--- config.mk ---
export PLATFORM = sky130hd
export DESIGN_NAME = display_buffer_ring
export DESIGN_NICKNAME = d
export VERILOG_FILES = /design/src/rtl/display_buffer_ring.sv
export SDC_FILE = /design/constraint.sdc
export NUM_CORES = 1
export LEC_CHECK = 0
export CAP_MARGIN = 5
export CORE_MARGIN = 5
export CORE_UTILIZATION = 44
export CTS_BUF_LIST = sky130_fd_sc_hd__clkbuf_8
export CTS_CLUSTER_SIZE = 24
export DETAILED_ROUTE_END_ITERATION = 8
export PLACE_DENSITY = 0.8
export SYNTH_ARGS = -nofsm -noshare
export SYNTH_HDL_FRONTEND = slang
export SYNTH_SLANG_ARGS = --single-unit
--- constraint.sdc ---
create_clock -name CLOCK_33 -period 3.3 [get_ports CLOCK_33]
set_clock_uncertainty 0.2 [all_clocks]
set_input_delay 0.66 -clock CLOCK_33 [delete_from_list [all_inputs] [get_ports CLOCK_33]]
set_output_delay 0.66 -clock CLOCK_33 [all_outputs]
set_load 0.03 [all_outputs]
--- src/rtl/display_buffer_ring.sv ---
// display_buffer_ring: NBUF-way frame buffer role manager (display / write / pending FIFO / free)
module display_buffer_ring #(
  parameter int NBUF = 3,
  parameter int IDX_W = 3
) (
  input  logic             CLOCK_33,
  input  logic             iRSTN,
  input  logic             iEnd_Frame,
  input  logic             iCtrl_WE,
  input  logic [31:0]      iCtrl_WD,
  output logic [IDX_W-1:0] oDisp_Idx,
  output logic [IDX_W-1:0] oWr_Idx,
  output logic             oWr_Ready,
  output logic             oSwap,
  output logic [31:0]      oStatus
);
  localparam logic [NBUF-1:0] FREE0 = ~NBUF'(3);
  logic [NBUF-1:0][IDX_W-1:0] q, n_q;
  logic [NBUF-1:0] free_m, n_free;
  logic [IDX_W-1:0] n_disp, n_wr;
  logic [2:0] cnt, n_cnt;
  logic [7:0] drop, n_drop;
  logic [11:0] swaps, n_swaps;
  logic n_rdy, mode, n_mode, err, n_err, n_swap, live;
  logic go_end, commit, mode_wr, clr_cnt, clr_err, unused_wd;
  // inputs are ignored on the first edge after reset release
  assign go_end = live & iEnd_Frame;
  assign commit = live & iCtrl_WE & iCtrl_WD[0];
  assign mode_wr = live & iCtrl_WE & iCtrl_WD[1];
  assign clr_cnt = live & iCtrl_WE & iCtrl_WD[3];
  assign clr_err = live & iCtrl_WE & iCtrl_WD[4];
  assign unused_wd = ^iCtrl_WD[31:5];
  assign oStatus = {swaps, drop, cnt, err, mode, oWr_Ready, oWr_Idx, oDisp_Idx};
  function automatic logic [NBUF-1:0] oh(input logic [IDX_W-1:0] idx);
    oh = '0;
    for (int i = 0; i < NBUF; i++) oh[i] = (IDX_W'(i) == idx);
  endfunction
  function automatic logic [IDX_W-1:0] low(input logic [NBUF-1:0] m);
    low = '0;
    for (int i = NBUF - 1; i >= 0; i--) if (m[i]) low = IDX_W'(i);
  endfunction
  // next state: swap first, refill a stalled writer, then commit, then control bits
  always_comb begin
    n_disp = oDisp_Idx;
    n_wr = oWr_Idx;
    n_rdy = oWr_Ready;
    n_q = q;
    n_cnt = cnt;
    n_free = free_m;
    n_mode = mode;
    n_err = err;
    n_drop = drop;
    n_swaps = swaps;
    n_swap = 1'b0;
    if (go_end && cnt != 3'd0) begin
      n_free = n_free | oh(oDisp_Idx);
      n_disp = q[0];
      for (int i = 0; i < NBUF - 1; i++) n_q[i] = q[i+1];
      n_q[NBUF-1] = '0;
      n_cnt = cnt - 3'd1;
      n_swaps = swaps + 12'd1;
      n_swap = 1'b1;
    end
    if (!n_rdy && |n_free) begin
      n_wr = low(n_free);
      n_free = n_free & ~oh(n_wr);
      n_rdy = 1'b1;
    end
    if (commit && n_rdy) begin
      if (!mode && n_cnt != 3'd0) begin
        n_free = n_free | oh(n_q[0]);
        n_q[0] = n_wr;
        n_drop = (drop == 8'hff) ? drop : drop + 8'd1;
      end else begin
        for (int i = 0; i < NBUF; i++) if (i == int'(n_cnt)) n_q[i] = n_wr;
        n_cnt = n_cnt + 3'd1;
      end
      n_rdy = |n_free;
      if (|n_free) begin
        n_wr = low(n_free);
        n_free = n_free & ~oh(n_wr);
      end
    end else if (commit) n_err = 1'b1;
    if (mode_wr) begin
      n_mode = (cnt == 3'd0) ? iCtrl_WD[2] : mode;
      n_err = n_err | (cnt != 3'd0);
    end
    if (clr_cnt) begin
      n_drop = '0;
      n_swaps = '0;
    end
    if (clr_err) n_err = 1'b0;
  end
  // state registers with asynchronous active-low reset
  always_ff @(posedge CLOCK_33 or negedge iRSTN) begin
    if (!iRSTN) begin
      oDisp_Idx <= '0;
      oWr_Idx <= IDX_W'(1);
      oWr_Ready <= 1'b1;
      oSwap <= 1'b0;
      q <= '0;
      cnt <= '0;
      free_m <= FREE0;
      mode <= 1'b0;
      err <= 1'b0;
      drop <= '0;
      swaps <= '0;
      live <= 1'b0;
    end else begin
      oDisp_Idx <= n_disp;
      oWr_Idx <= n_wr;
      oWr_Ready <= n_rdy;
      oSwap <= n_swap;
      q <= n_q;
      cnt <= n_cnt;
      free_m <= n_free;
      mode <= n_mode;
      err <= n_err;
      drop <= n_drop;
      swaps <= n_swaps;
      live <= 1'b1;
    end
  end
endmodule

==> run metrics <==
status completed; largest net degree at the start of global routing 47; CP required 3.34 ns; Yosys top cell area share 0.415; vias 2,089; RSZ-0062 raised after global routing false; I/O Buffers 48; Global Route Usage Sum 0.165; vias in the first global route 2,077; CTS tree built; wirelength, routed 5900 um; Final nets between 300 and 400; placer congestion estimate 0.804; clk sink count 46; worst rel slew slack 0.310; Seq/Total Area, Yosys 0.445; post_cts resized 0; Post-Place Cells roughly 380; fin crit period 3.13 ns; min-delay worst type reg2reg; chip width 86.8 um; Worst-path clk slew 0.08 ns; IO Count 76; Area Overhead vs Synth 24.4%; sw power 0.000960 W; GRT overflow 0; worst path arrival time approximately 3.2 ns; syn_nets 308; Pwr Density roughly 710 mW/mm^2; biggest area consumer among synthesized cells dfrtp_1; mux share of post-synthesis cell area 0.0646; critical path capture point type register; number of diodes 0; Final Setup Violations 0; DR pass1 iterations 4; Netlist cell types 55; post-synthesis compound-gate area fraction 0.113; crit-path most repeated cell o21a_1; Max Slew Vio Count 0; Fmax 320 MHz; CTS buffer count 5; cell-internal power between 0.001 and 0.0015 W; Logic pwr share 0.489; Max-Cap Viols 0; die height about 87 um; Synth Area in XOR/XNOR 0.0709; CP cell instances clkdlybuf4s50_1, and2_1, nand2_2, inv_2, xnor2_1, ha_1, nor2b_1, a221oi_4, buf_4, o21a_1, nor3_2, o21ai_1, o21a_1; asr flop ratio synth 1.00; cells taking the most area after synthesis dfrtp_1 (41%), mux2i_1 (5.0%), nor2_1 (4.6%); layout cells sized above 1 0.127; insertion delay to the later sink of the worst-skew pair about 0.31 ns; via/cell ratio 5.36; post-synthesis cell area 0.00259 sq mm; Post-route DRC 0; largest family of logic cells by synthesized area simple AND/OR/NAND/NOR gates; worst vdd ir 288 uV; Clock power frac 0.149; DRT iter0 DRCs 153; most frequent cells after synthesis dfrtp_1 (43), nor2_1 (32), nand2_1 (30); synthesis warning total 0; crit-path max cell delay 0.41 ns; Seq cells post-synth 46; syn avg cell area 9.82 sq um; Most used DFF post-synth dfrtp_1; Root Buffer clkbuf_8; most frequent cell after synthesis dfrtp_1; Sw Share 0.421; Final HPWL DP 4420 um; core area 0.00582 sq mm; Non-Filler Instances 390; worst slack, placed -0.209 ns; WL/cell 15.1 um; FP Rows 28; Slowest cell on crit path clkdlybuf4s50_1; Synth Area in Simple Gates 0.208; final worst-path cycle share 0.948; htree depth 2; buffers from clock root to sink, at most 2; initial antenna violation count 0; Critical Path Source Type primary input; post-route ant nets 0; die area 0.00753 sq mm; global-route wire length before repair roughly 9700 um; worst slew pin tran 1.03 ns; Crit Path Category in2reg; leakage power between 1 and 1.5 nW; adder-cell share of the synthesized area 0.0386; Gate Count Post-Synth about 260; share of power burned in registers 0.362; postcts setup bufs 0; Post-synth EDFFs 0; CP max FO 4; Initial Util 0.446; Final Hold Viols 0; Hold Buf Count CTS 0; Final WS setup approximately 0.17 ns
==> cells in the final DEF, fill, tap and decap left out, drive strengths merged, types with 3 or more instances in the layout <==
| master | synthesis | layout |
|---|---|---|
| clkdlybuf4s50 | 0 | 47 |
| dfrtp | 43 | 43 |
| nor2 | 33 | 33 |
| nand2 | 31 | 31 |
| buf | 16 | 14 |
| mux2i | 13 | 13 |
| xor2 | 13 | 13 |
| a21oi | 13 | 13 |
| xnor2 | 8 | 8 |
| nand3 | 8 | 8 |
| ha | 8 | 8 |
| o21ai | 8 | 8 |
| nand4 | 7 | 7 |
| inv | 6 | 7 |
| and3 | 6 | 6 |
| clkbuf | 2 | 5 |
| and2 | 4 | 4 |
| nor3 | 4 | 4 |
| nor2b | 3 | 3 |
| a22oi | 3 | 3 |
| dfstp | 3 | 3 |
| mux2 | 3 | 3 |
==> layout make-up <==
type	instances	area, sq um
clock buffers	5	68.8
clock inverters	3	13.8
fillers	522	2590
inverters	6	22.5
multi-input cells	194	1300
flip-flops and latches	46	1150
well taps	75	93.8
repair buffers	61	573
==> critical path, delay by kind of cell <==
kind | cells | cell delay, ns
XOR/XNOR | 1 | 0.20
AND/OR/NAND/NOR | 4 | 0.93
AO/OA/AOI/OAI | 4 | 0.48
adder cells (fa/ha/maj) | 1 | 0.26
buffers and inverters | 3 | 0.64
==> registers in the layout, summed over array words and instances (netlist names) <==
register   flops
err            1
cnt            3
oWr_Idx        3
drop           8
q              9
swaps         12
oWr_Ready      1
oSwap          1
live           1
free_m         3
oDisp_Idx      3
mode           1
==> stage by stage <==
stage / utilization / cell area [sq um] / TNS (ns) / hold WS, ns / power [W]
final: 0.555 / 3230 / 0 / 0.314 / 0.00228
after floorplan: - / 2590 / 0 / 0.164 / 0.00155
after detailed placement: 0.539 / 3130 / -1.70 / 0.295 / 0.00194
after CTS: 0.553 / 3220 / 0 / 0.317 / 0.00228
after global placement: 0.539 / 3130 / -0.768 / 0.286 / 0.00189
after global routing: 0.555 / 3230 / 0 / 0.352 / 0.00241
==> kinds of logic (layout without fill, tap and decap cells) <==
family / Yosys count / after routing
compound gates: 40 / 40
xor+xnor: 21 / 21
fa+ha+maj: 8 / 8
buf+inv: 24 / 75
flops: 46 / 46
mux: 16 / 16
other cells: 1 / 1
simple gates: 108 / 108
==> worst paths after layout <==
kind | cells after the start | slack, ns | startpoint | endpoint
max | 13 | 0.17 | iEnd_Frame | free_m[2]
min | 2 | 0.31 | q[0] | oDisp_Idx[0]
max reg2reg | 14 | 0.35 | cnt[0] | free_m[2]
min reg2reg | 2 | 0.31 | q[0] | oDisp_Idx[0]
max in group asynchronous | 1 | 1.94 | iRSTN | oWr_Idx[2]
min in group asynchronous | 1 | 0.33 | iRSTN | drop[7]
==> power by group through the flow <==
stage / Sequential (W) / Combinational (W) / Clock (W)
finish: 0.000826 / 0.00112 / 0.000340
global route: 0.000846 / 0.00120 / 0.000370
CTS: 0.000825 / 0.00111 / 0.000343
detailed placement: 0.000837 / 0.00111 / 0
global placement: 0.000830 / 0.00106 / 0
floorplan: 0.000941 / 0.000611 / 0
==> routing by layer <==
| layer | vias to the layer above | global-route usage | share of wire |
|---|---|---|---|
| li1 | 1002 | - | - |
| met1 | 1016 | 0.194 | 0.42 |
| met2 | 59 | 0.287 | 0.51 |
| met3 | 12 | 0.0380 | 0.057 |
| met4 | 0 | 0.0708 | 0.019 |
| met5 | - | 0 | 0 |
No activity file was read; power rests on OpenSTA's default activity.
